`src/rtl/sound_mixer_pkg.sv`:
```
// Shared sizes and types for the sound mixer datapath stages.
package sound_mixer_pkg;

    localparam int unsigned SAMPLE_W   = 24;
    localparam int unsigned SLOT_BITS  = 32;
    localparam int unsigned FRAME_BITS = 64;
    localparam int unsigned FIFO_DEPTH = 4;

    typedef enum logic [1:0] {
        IDLE  = 2'd0,
        RUN   = 2'd1,
        DRAIN = 2'd2
    } tx_state_t;

endpackage

```
`src/rtl/i2s_transmitter_if.sv`:
```
// Sample stream in, I2S serial lines out.
interface i2s_transmitter_if;
    import sound_mixer_pkg::*;

    logic [SAMPLE_W-1:0] in_data;
    logic                in_valid;
    logic                in_ready;
    logic                sclk;
    logic                lrclk;
    logic                sdata;
    logic                underrun;

    modport master (
        output in_data, in_valid,
        input  in_ready, sclk, lrclk, sdata, underrun
    );

    modport slave (
        input  in_data, in_valid,
        output in_ready, sclk, lrclk, sdata, underrun
    );
endinterface

```
`src/rtl/sample_fifo.sv`:
```
// Small first-word-fall-through sample FIFO with occupancy count.
module sample_fifo #(
    parameter  int unsigned WIDTH = 24,
    parameter  int unsigned DEPTH = 4,
    localparam int unsigned CNT_W = $clog2(DEPTH + 1)
) (
    input  logic             clk,
    input  logic             reset,
    input  logic             push,
    input  logic [WIDTH-1:0] push_data,
    input  logic             pop,
    output logic [WIDTH-1:0] head,
    output logic             empty,
    output logic [CNT_W-1:0] count
);
    localparam int unsigned PTR_W = $clog2(DEPTH);

    logic [WIDTH-1:0] mem [DEPTH];
    logic [PTR_W-1:0] wr_ptr;
    logic [PTR_W-1:0] rd_ptr;
    logic             do_push;
    logic             do_pop;

    function automatic logic [PTR_W-1:0] ptr_inc(input logic [PTR_W-1:0] p);
        return (p == PTR_W'(DEPTH - 1)) ? '0 : p + 1'b1;
    endfunction

    assign empty   = (count == '0);
    assign do_pop  = pop & ~empty;
    assign do_push = push & ((count < CNT_W'(DEPTH)) | do_pop);
    assign head    = mem[rd_ptr];

    // Simultaneous push and pop leaves the count unchanged.
    always_ff @(posedge clk or posedge reset) begin
        if (reset) begin
            wr_ptr <= '0;
            rd_ptr <= '0;
            count  <= '0;
        end else begin
            if (do_push) wr_ptr <= ptr_inc(wr_ptr);
            if (do_pop)  rd_ptr <= ptr_inc(rd_ptr);
            case ({do_push, do_pop})
                2'b10:   count <= count + 1'b1;
                2'b01:   count <= count - 1'b1;
                default: count <= count;
            endcase
        end
    end

    always_ff @(posedge clk) begin
        if (do_push) mem[wr_ptr] <= push_data;
    end
endmodule

```
`src/rtl/i2s_transmitter.sv`:
```
// I2S transmitter: buffers PCM samples and serialises them as 2x32-bit slots, MSB first.
module i2s_transmitter
    import sound_mixer_pkg::*;
#(
    parameter int unsigned CLK_DIV = 4
) (
    input  logic             clk,
    input  logic             reset,
    input  logic             enable,
    i2s_transmitter_if.slave bus
);
    localparam int unsigned DIV_W = 8;
    localparam int unsigned BIT_W = $clog2(FRAME_BITS);
    localparam int unsigned POS_W = $clog2(SLOT_BITS);
    localparam int unsigned CNT_W = $clog2(FIFO_DEPTH + 1);

    localparam logic [1:0] S_IDLE  = 2'(IDLE);
    localparam logic [1:0] S_RUN   = 2'(RUN);
    localparam logic [1:0] S_DRAIN = 2'(DRAIN);

    logic [1:0]          state,      state_nxt;
    logic [DIV_W-1:0]    div_cnt,    div_nxt;
    logic [BIT_W-1:0]    bit_cnt,    bit_nxt;
    logic [SAMPLE_W-1:0] shreg,      shreg_nxt;
    logic                sclk_q,     sclk_nxt;
    logic                lrclk_q,    lrclk_nxt;
    logic                sdata_q,    sdata_nxt;
    logic                underrun_q, underrun_nxt;

    logic [BIT_W-1:0]    bit_inc;
    logic [POS_W-1:0]    pos_inc;
    logic                fifo_pop;
    logic                fifo_push;
    logic                fifo_empty;
    logic [SAMPLE_W-1:0] fifo_head;
    logic [CNT_W-1:0]    fifo_count;
    logic                in_ready_c;

    sample_fifo #(
        .WIDTH (SAMPLE_W),
        .DEPTH (FIFO_DEPTH)
    ) u_fifo (
        .clk       (clk),
        .reset     (reset),
        .push      (fifo_push),
        .push_data (bus.in_data),
        .pop       (fifo_pop),
        .head      (fifo_head),
        .empty     (fifo_empty),
        .count     (fifo_count)
    );

    assign in_ready_c   = ~reset & (fifo_count < CNT_W'(FIFO_DEPTH));
    assign fifo_push    = bus.in_valid & in_ready_c;
    assign bit_inc      = bit_cnt + 1'b1;
    assign pos_inc      = bit_inc[POS_W-1:0];

    assign bus.in_ready = in_ready_c;
    assign bus.sclk     = sclk_q;
    assign bus.lrclk    = lrclk_q;
    assign bus.sdata    = sdata_q;
    assign bus.underrun = underrun_q;

    always_ff @(posedge clk or posedge reset) begin
        if (reset) begin
            state      <= S_IDLE;
            div_cnt    <= '0;
            bit_cnt    <= '0;
            shreg      <= '0;
            sclk_q     <= 1'b0;
            lrclk_q    <= 1'b0;
            sdata_q    <= 1'b0;
            underrun_q <= 1'b0;
        end else begin
            state      <= state_nxt;
            div_cnt    <= div_nxt;
            bit_cnt    <= bit_nxt;
            shreg      <= shreg_nxt;
            sclk_q     <= sclk_nxt;
            lrclk_q    <= lrclk_nxt;
            sdata_q    <= sdata_nxt;
            underrun_q <= underrun_nxt;
        end
    end

    // Entering RUN acts as the bit-0 falling edge of the first left slot.
    always_comb begin
        state_nxt    = state;
        div_nxt      = div_cnt;
        bit_nxt      = bit_cnt;
        shreg_nxt    = shreg;
        sclk_nxt     = sclk_q;
        lrclk_nxt    = lrclk_q;
        sdata_nxt    = sdata_q;
        underrun_nxt = 1'b0;
        fifo_pop     = 1'b0;

        case (state)
            S_IDLE: begin
                div_nxt   = '0;
                bit_nxt   = '0;
                sclk_nxt  = 1'b0;
                lrclk_nxt = 1'b0;
                sdata_nxt = 1'b0;
                if (enable && !fifo_empty) begin
                    state_nxt = S_RUN;
                    fifo_pop  = 1'b1;
                    shreg_nxt = fifo_head;
                end
            end
            default: begin
                state_nxt = enable ? S_RUN : S_DRAIN;
                if (div_cnt == DIV_W'(CLK_DIV - 1)) begin
                    div_nxt  = '0;
                    sclk_nxt = ~sclk_q;
                    if (sclk_q) begin
                        if (state == S_DRAIN && !enable && bit_cnt == BIT_W'(FRAME_BITS - 1)) begin
                            state_nxt = S_IDLE;
                            bit_nxt   = '0;
                            lrclk_nxt = 1'b0;
                            sdata_nxt = 1'b0;
                            shreg_nxt = '0;
                        end else begin
                            bit_nxt   = bit_inc;
                            lrclk_nxt = bit_inc[BIT_W-1];
                            sdata_nxt = 1'b0;
                            if (pos_inc == '0) begin
                                if (fifo_empty) begin
                                    shreg_nxt    = '0;
                                    underrun_nxt = 1'b1;
                                end else begin
                                    fifo_pop  = 1'b1;
                                    shreg_nxt = fifo_head;
                                end
                            end else if (pos_inc <= POS_W'(SAMPLE_W)) begin
                                sdata_nxt = shreg[SAMPLE_W-1];
                                shreg_nxt = {shreg[SAMPLE_W-2:0], 1'b0};
                            end
                        end
                    end
                end else begin
                    div_nxt = div_cnt + 1'b1;
                end
            end
        endcase
    end
endmodule

```
`src/flat_wrapper.sv`:
```
// flat-port wrapper written by rule: the top's interface ports become plain ports
module i2s_transmitter_flat import sound_mixer_pkg::*;
#(
    parameter int unsigned CLK_DIV = 4
)
  (clk, reset, enable, bus_in_data, bus_in_valid, bus_in_ready, bus_sclk, bus_lrclk, bus_sdata, bus_underrun);
  i2s_transmitter_if bus_i ();
  input  logic clk;
  input  logic reset;
  input  logic enable;
  input wire logic [$bits(bus_i.in_data)-1:0] bus_in_data;
  input wire logic [$bits(bus_i.in_valid)-1:0] bus_in_valid;
  output wire logic [$bits(bus_i.in_ready)-1:0] bus_in_ready;
  output wire logic [$bits(bus_i.sclk)-1:0] bus_sclk;
  output wire logic [$bits(bus_i.lrclk)-1:0] bus_lrclk;
  output wire logic [$bits(bus_i.sdata)-1:0] bus_sdata;
  output wire logic [$bits(bus_i.underrun)-1:0] bus_underrun;
  assign bus_i.in_data = bus_in_data;
  assign bus_i.in_valid = bus_in_valid;
  assign bus_in_ready = bus_i.in_ready;
  assign bus_sclk = bus_i.sclk;
  assign bus_lrclk = bus_i.lrclk;
  assign bus_sdata = bus_i.sdata;
  assign bus_underrun = bus_i.underrun;
  i2s_transmitter #(.CLK_DIV(CLK_DIV)) u_core (.clk(clk), .reset(reset), .enable(enable), .bus(bus_i));
endmodule
```
`config.mk`:
```
export PLATFORM = sky130hd
export DESIGN_NAME = i2s_transmitter_flat
export DESIGN_NICKNAME = d
export VERILOG_FILES = /design/src/rtl/sound_mixer_pkg.sv /design/src/rtl/i2s_transmitter_if.sv /design/src/rtl/sample_fifo.sv /design/src/rtl/i2s_transmitter.sv /design/src/flat_wrapper.sv
export SDC_FILE = /design/constraint.sdc
export NUM_CORES = 1
export LEC_CHECK = 0
export BUFFER_PORTS_ARGS = -buffer_cell sky130_fd_sc_hd__buf_2
export CAP_MARGIN = 20
export CORE_MARGIN = 4
export CORE_UTILIZATION = 55
export DETAILED_ROUTE_END_ITERATION = 12
export PLACE_DENSITY = 0.77
export SYNTH_ARGS = -nofsm -noshare
export SYNTH_HDL_FRONTEND = slang
export SYNTH_SLANG_ARGS = --single-unit
```
`constraint.sdc`:
```
create_clock -name clk -period 2.5 [get_ports clk]
set_input_delay 0.375 -clock clk [delete_from_list [all_inputs] [get_ports clk]]
set_output_delay 0.375 -clock clk [all_outputs]
set_load 0.02 [all_outputs]
```
* Word level (Yosys, flattened, before mapping) *
Memory sizes are Yosys's and may differ from the RTL's.
Cells that the tools add are included.

operators by class
  $add $sub $neg = 6
  $lt $le $gt $ge = 2
  equality and inequality tests = 8
  mux-type cells = 50
  bitwise logic cells = 8
  reduce and logical (&&, ||, !) cells = 14

operators with widths
  kind                                                                    count
  24-bit 2-to-1 mux                                                       8
  1-bit 2-to-1 mux                                                        27
  6-bit 2-to-1 mux                                                        4
  2-bit 2-to-1 mux                                                        8
  8-bit 2-to-1 mux                                                        2
  8-bit by 1-bit adder with 8-bit output (second input constant)          1
  2-bit equality test (second input constant)                             4
  8-bit by 2-bit equality test with 1-bit output (second input constant)  1
  6-bit by 1-bit adder with 6-bit output (second input constant)          1
  6-bit equality test (second input constant)                             1
  3-bit one-hot mux with 2 select lines                                   1
  2-bit nonzero test                                                      3
  5-bit <= comparator (second input constant)                             1
  5-bit zero test                                                         1
  2-bit by 1-bit adder with 2-bit output (second input constant)          2
  1-bit AND                                                               4
  4-bit AND reduction                                                     1
  4-bit nonzero test                                                      1
  3-bit by 1-bit adder with 3-bit output (second input constant)          1
  1-bit logical AND                                                       3
  3-bit zero test                                                         1
  3-bit < comparator (second input constant)                              1
  1-bit inverter                                                          3
  3-bit by 1-bit subtractor with 3-bit output (second input constant)     1
  other kinds (6)                                                         7

storage, ports and cells
  bits in registers = 51
  RAM bits = 96
  input bits = 28
  logic and storage cells = 100
  memories kept = 1

memories
  name               depth  width  read ports  clocked after memory_dff  wr ports  line               RTL
  u_core.u_fifo.mem  4      24     1           0                         1         sample_fifo.sv:18  logic [WIDTH-1:0] mem [DEPTH];

* Longest topological paths before layout *
  depth after elaboration = 12
  depth in mapped cells = 12

* By module *
A second synthesis with hierarchy kept.

unflattened totals
  cell total of the unflattened synthesis = 440
  area total of the unflattened synthesis = 6527.5 µm²

modules (own cells, without submodules)
  module           instances  cells an instance  area each (µm²)  seq. area each (µm²)
  sample_fifo      1          167                3952.5           3057.9
  i2s_transmitter  1          273                2575.0           1076.0

* Worst setup path after synthesis *
No wires, ideal clock.

  path type = register -> register
  from = register u_core.bit_cnt[0]
  to = register u_core.u_fifo.count[2]
  setup time = 0.079 ns
  arrival time = 2.511 ns
  data required time = 2.421 ns
  slack = -0.090 ns
  stages on the path, launching flop included = 13
  path buffers = 1
  path through = dfrtp_1 > ha_1 > clkbuf_2 > and4_1 > o21a_1 > a31oi_4 > nor2_2 > ha_1 > inv_1 > fa_1 > xor2_1 > nor2_1 > xor2_1

between the ends
  cells in the longest elaborated chain, start to end = 12
  elaborated cells between the ends (all ways) = 16
  classes of those cells = 1 x add/sub; 3 x eq/ne; 6 x mux; 3 x bitwise; 3 x reduce/logical

ends and longest elaborated chain
  what                                                                                   line                    RTL
  start, declared                                                                        i2s_transmitter.sv:23   logic [BIT_W-1:0] bit_cnt, bit_nxt;
  start signal, assigned                                                                 i2s_transmitter.sv:77   bit_cnt <= bit_nxt;
  6-bit by 1-bit adder with 6-bit output                                                 i2s_transmitter.sv:55   assign bit_inc = bit_cnt + 1'b1;
  5-bit zero test                                                                        i2s_transmitter.sv:127  if (pos_inc == '0) begin
  1-bit 2-to-1 mux                                                                       i2s_transmitter.sv:127
  1-bit 2-to-1 mux (*)                                                                   i2s_transmitter.sv:117  if (state == S_DRAIN && !enable && bit_cnt == BIT_W'(FRAME_BITS - 1)) begin
  1-bit 2-to-1 mux (*)                                                                   i2s_transmitter.sv:116  if (sclk_q) begin
  1-bit 2-to-1 mux (*)                                                                   i2s_transmitter.sv:113  if (div_cnt == DIV_W'(CLK_DIV - 1)) begin
  1-bit 2-to-1 mux (*)                                                                   i2s_transmitter.sv:98   case (state)
  1-bit AND (*)                                                                          sample_fifo.sv:29       assign do_pop = pop & ~empty;
  net u_core.u_fifo.do_pop                                                               sample_fifo.sv:22       logic do_pop;
  1-bit OR                                                                               sample_fifo.sv:30       assign do_push = push & ((count < CNT_W'(DEPTH)) | do_pop);
  1-bit AND                                                                              sample_fifo.sv:30
  2-bit by 1-bit equality test with 1-bit output or 2-bit equality test (tied branches)  sample_fifo.sv:42       case ({do_push, do_pop})
  3-bit one-hot mux with 2 select lines or 2-bit nonzero test (tied branches)            --
  end signal, assigned                                                                   sample_fifo.sv:43       2'b10: count <= count + 1'b1;
  end signal, assigned                                                                   sample_fifo.sv:44       2'b01: count <= count - 1'b1;
  end signal, assigned                                                                   sample_fifo.sv:45       default: count <= count;
  end, declared                                                                          sample_fifo.sv:14       output logic [CNT_W-1:0] count

Mark *: on every way through the listed nets, which the timed path passes. The rest lies on a longest branch.
A chain may end at the register's enable or synchronous reset.

* Worst setup path in the final report *
  from = register u_core.bit_cnt[0]
  to = register u_core.shreg[21]

between the ends
  cells in the longest elaborated chain, start to end = 7
  elaborated cells between the ends (all ways) = 12
  classes of those cells = 1 x add/sub; 1 x order compare; 1 x eq/ne; 5 x mux; 4 x reduce/logical

ends and longest elaborated chain
  what                                                                            line                   RTL
  branches (longest 7 deep; another with 6-bit by 1-bit adder with 6-bit output)  --
  end signal, assigned                                                            i2s_transmitter.sv:78  shreg <= shreg_nxt;
  end, declared                                                                   i2s_transmitter.sv:24  logic [SAMPLE_W-1:0] shreg, shreg_nxt;

Several ways; the timed one is not identified. The select of a mux whose other input is x is not followed.

==> flow_summary.yaml <==
outcome:
  run_status: "finished, violations left"
  violations: "setup timing"
detailed_routing:
  wl_met1_um: 4620
  vias: 3373
  detail_route.first_pass.iterations: 4
  topRoutingLayerUsed: "met4"
  route.final.wire_length_um: 10700
  route.detailed.vias_per_inst: 5.65
  detailed_route_wirelength_on_metal2_um: 5520
  drcViolationCount: 0
  antenna_violating_nets_post_route: 0
  routedWlPerCell_um: 17.9
  route.met3.wl_um: 438
  drt_iter0_drc: 262
logic_synthesis:
  synth-seq-cells: 146
  yosys_warnings: 0
  synth.mux.area_fraction_pct: 14.4
  avgSynthCellArea_um2: 16.4
  postSynth.topFlopCell: "edfxtp_1"
  netlist-cell-type-count: 50
  sequential_share_of_the_synthesized_area_pct: 65.8
  area_fraction_of_the_dominant_cell_type_after_synthesis_pct: 45.9
  synth_fp_nets: 421
  post_synth_main_area_contributors: "edfxtp_1 46%, dfrtp_1 20%, mux4_2 8.6%"
  synth-compound-area-share_pct: 6.51
  post_synth_inst_count: 383
  synth_area_mm2: 0.00628
  synth_enable_flop_cells: 96
  synth_async_sr_flop_share_pct: 34.2
  netlist.top_cell.by_area: "edfxtp_1"
  synthSimpleGateAreaFrac_pct: 5.80
  combinational_family_with_the_most_area_after_synthesis: "multiplexers"
  synth-xor-area-share_pct: 1.67
  synth-adder-area-share_pct: 2.11
timing:
  timing_max_transition_violations_final: 0
  grt_setup_unrepaired: "true"
  max_slew.worst_pin.slew_ns: 1.03
  final.setup_skew_ns: 0.00847
  timing.fmax_mhz: 393
  final-setup-viol-count: 4
  setup_slack_ns: -0.0439
  fin_hold_ws_ns: 0.153
  final_hold_viol_count: 0
  slew-limit-headroom_pct: 31.0
  part_of_the_cycle_the_worst_path_needs_pct: 102
  final_period_minus_worst_setup_slack_ns: 2.54
finish:
  most_common_cell_after_layout_fill_and_taps_aside: "edfxtp_1"
  num_antenna_cells: 0
  drive_above_1_share_pct: 34.1
  most_frequent_cells_in_the_layout: "96 x edfxtp_1, 50 x dfrtp_1, 33 x inv_1"
  fin_area_mm2: 0.00737
  flow.area_growth_from_synthesis_pct: 17.3
  num-nets-final: 482
setup_path:
  critPathKind: "reg -> reg"
  cp_data_required_time_ns: 2.80
  worst_ep_arrival_time_ns: 2.84
  critical_path.startpoint_type: "flip-flop"
  setup.worst_path.end_class: "flip-flop"
  timing.critical_path.fanout_max: 24
floorplan:
  floorplan.die_area_mm2: 0.0132
  core.rowCount: 38
  start_util_pct: 57.0
  num_io_pins: 33
  fp.dieH_um: 115
  placeableCoreArea_mm2: 0.0110
  fp.dieW_um: 115
global_routing:
  gr-total-overflow: 0
  first_global_vias: 3602
  largest_net_degree_at_the_start_of_global_routing: 28
  grt_pass1_wl_um: 18300
  antenna_found_initial: 0
  global_route.usage.total_pct: 18.2
job:
  max_cap_viol_count: 0
clock_network:
  clock_tree.buffer_depth: 2
  worstSkewPairLatency_ns: 0.41
  clk_transition_reported_paths_ns: 0.06
  deepest_level_of_the_cts_h_tree: 4
  cts_buffers: 17
  clk_root_buffer_cell: "clkbuf_16"
  clock_sink_count: 146
  cts_tree: "yes"
place:
  hpwlAfterDp_um: 6810
  placed_area_mm2: 0.00673
  io_buffer_count: 32
  gp_routability_congestion: 0.900
  place_worst_setup_slack_ns: -0.0255
power:
  internal_power_mw: 5.60
  pwr-share-clk_pct: 33.3
  peakVddDrop_v: 0.000879
  power_frac_comb_pct: 25.0
  cellPowerDensity_mw_per_mm2: 1040
  total_switching_power_mw: 2.09
  post-layout-total-power_mw: 7.69
  power.sequential.fraction_pct: 41.6
  sw_frac_of_total_pct: 27.2
  static-leakage-power_nw: 2.89
worst_hold_path:
  worst_hold_path_type: "in -> reg"
==> worst paths after layout <==
kind,to,slack (ns),cells after the start,from
max in group asynchronous,u_core.shreg[10]$_DFFE_PP0P_,1.49,4,reset
setup reg to reg,u_core.shreg[21]$_DFFE_PP0P_,-0.04,6,u_core.bit_cnt[0]$_DFFE_PP0P_
hold / removal,u_core.state[1]$_DFFE_PP0P_,0.15,2,enable
min in group asynchronous,u_core.u_fifo.wr_ptr[1]$_DFFE_PP0P_,0.45,3,reset
setup / recovery,u_core.shreg[21]$_DFFE_PP0P_,-0.04,6,u_core.bit_cnt[0]$_DFFE_PP0P_
hold reg to reg,u_core.bit_cnt[5]$_DFFE_PP0P_,0.50,1,u_core.bit_cnt[5]$_DFFE_PP0P_
==> power by group through the flow <==
stage | Clock [mW] | Sequential (mW) | Combinational (mW)
floorplan | 0 | 3.19 | 1.48
global placement | 0 | 3.22 | 1.88
detailed placement | 0 | 3.24 | 1.93
CTS | 2.60 | 3.20 | 1.96
global route | 2.73 | 3.24 | 2.12
finish | 2.56 | 3.20 | 1.93
==> worst max-delay path, cell delays in order, from the launching register on <==
cell and delay, ns:
dfrtp_1 0.42, ha_2 0.31, nand3b_1 0.14, a221o_1 0.14
nand3_1 0.13, a21oi_4 0.85, mux2_2 0.43
==> logic make-up after synthesis <==
family                   Yosys count
buffers and inverters             51
AO/OA/AOI/OAI                     49
AND/OR/NAND/NOR                   65
XOR/XNOR                          12
adder cells (fa/ha/maj)           10
multiplexers                      50
flip-flops                       146
==> synthesized netlist by cell type, types with 3 or more instances <==
cell type	count
nor3_1	3
mux2_4	19
buf_2	9
inv_1	34
dfrtp_1	50
mux2_2	6
ha_1	9
mux4_2	24
nand3_1	10
nand3b_1	3
and3_1	7
edfxtp_1	96
o2bb2ai_1	24
clkbuf_1	3
nor2_1	18
and2_1	4
a21oi_1	3
xor2_1	8
buf_6	4
nand2_1	11
xnor2_1	4
o21ai_0	6
==> registers in the layout, indices dropped and copies added (netlist names) <==
signal	cells
u_core.u_fifo.mem	96
u_core.shreg	24
u_core.div_cnt	8
u_core.bit_cnt	6
u_core.u_fifo.count	3
u_core.state	2
u_core.u_fifo.rd_ptr	2
u_core.u_fifo.wr_ptr	2
u_core.bus.sclk	1
u_core.bus.sdata	1
u_core.bus.underrun	1
==> layout make-up <==
type / instances / area (µm²)
repair buffers: 59 / 378
well taps: 140 / 175
flip-flops and latches: 146 / 4130
fillers: 738 / 3660
inverters: 34 / 128
multi-input cells: 186 / 1950
clock buffers: 20 / 467
clock inverters: 12 / 141
==> through the flow <==
step | cells | util, % | TNS (ns)
finish | 597 | 66.8 | -0.111
global route | 597 | 66.8 | -3.03
CTS | 596 | 66.8 | -0.126
detailed placement | 562 | 61.0 | -0.0286
global placement | 562 | 61.0 | 0
floorplan | 383 | - | 0
==> repair_timing <==
| action | in CTS | in global routing |
|---|---|---|
| pin swaps | 1 | 0 |
| hold buffers | 1 | 0 |
| buffers inserted | 1 | 1 |
| hold endpoints to repair | 11 | 0 |
| resized for setup | 2 | 0 |
| setup endpoints to repair | 5 | 24 |
==> per-layer routing <==
layer,track usage [%],vias to the layer above
met4,5.63,0
li1,-,1575
met2,29.9,67
met1,23.4,1718
met5,0,-
met3,5.63,13
Power figures use the tool's default switching activity.
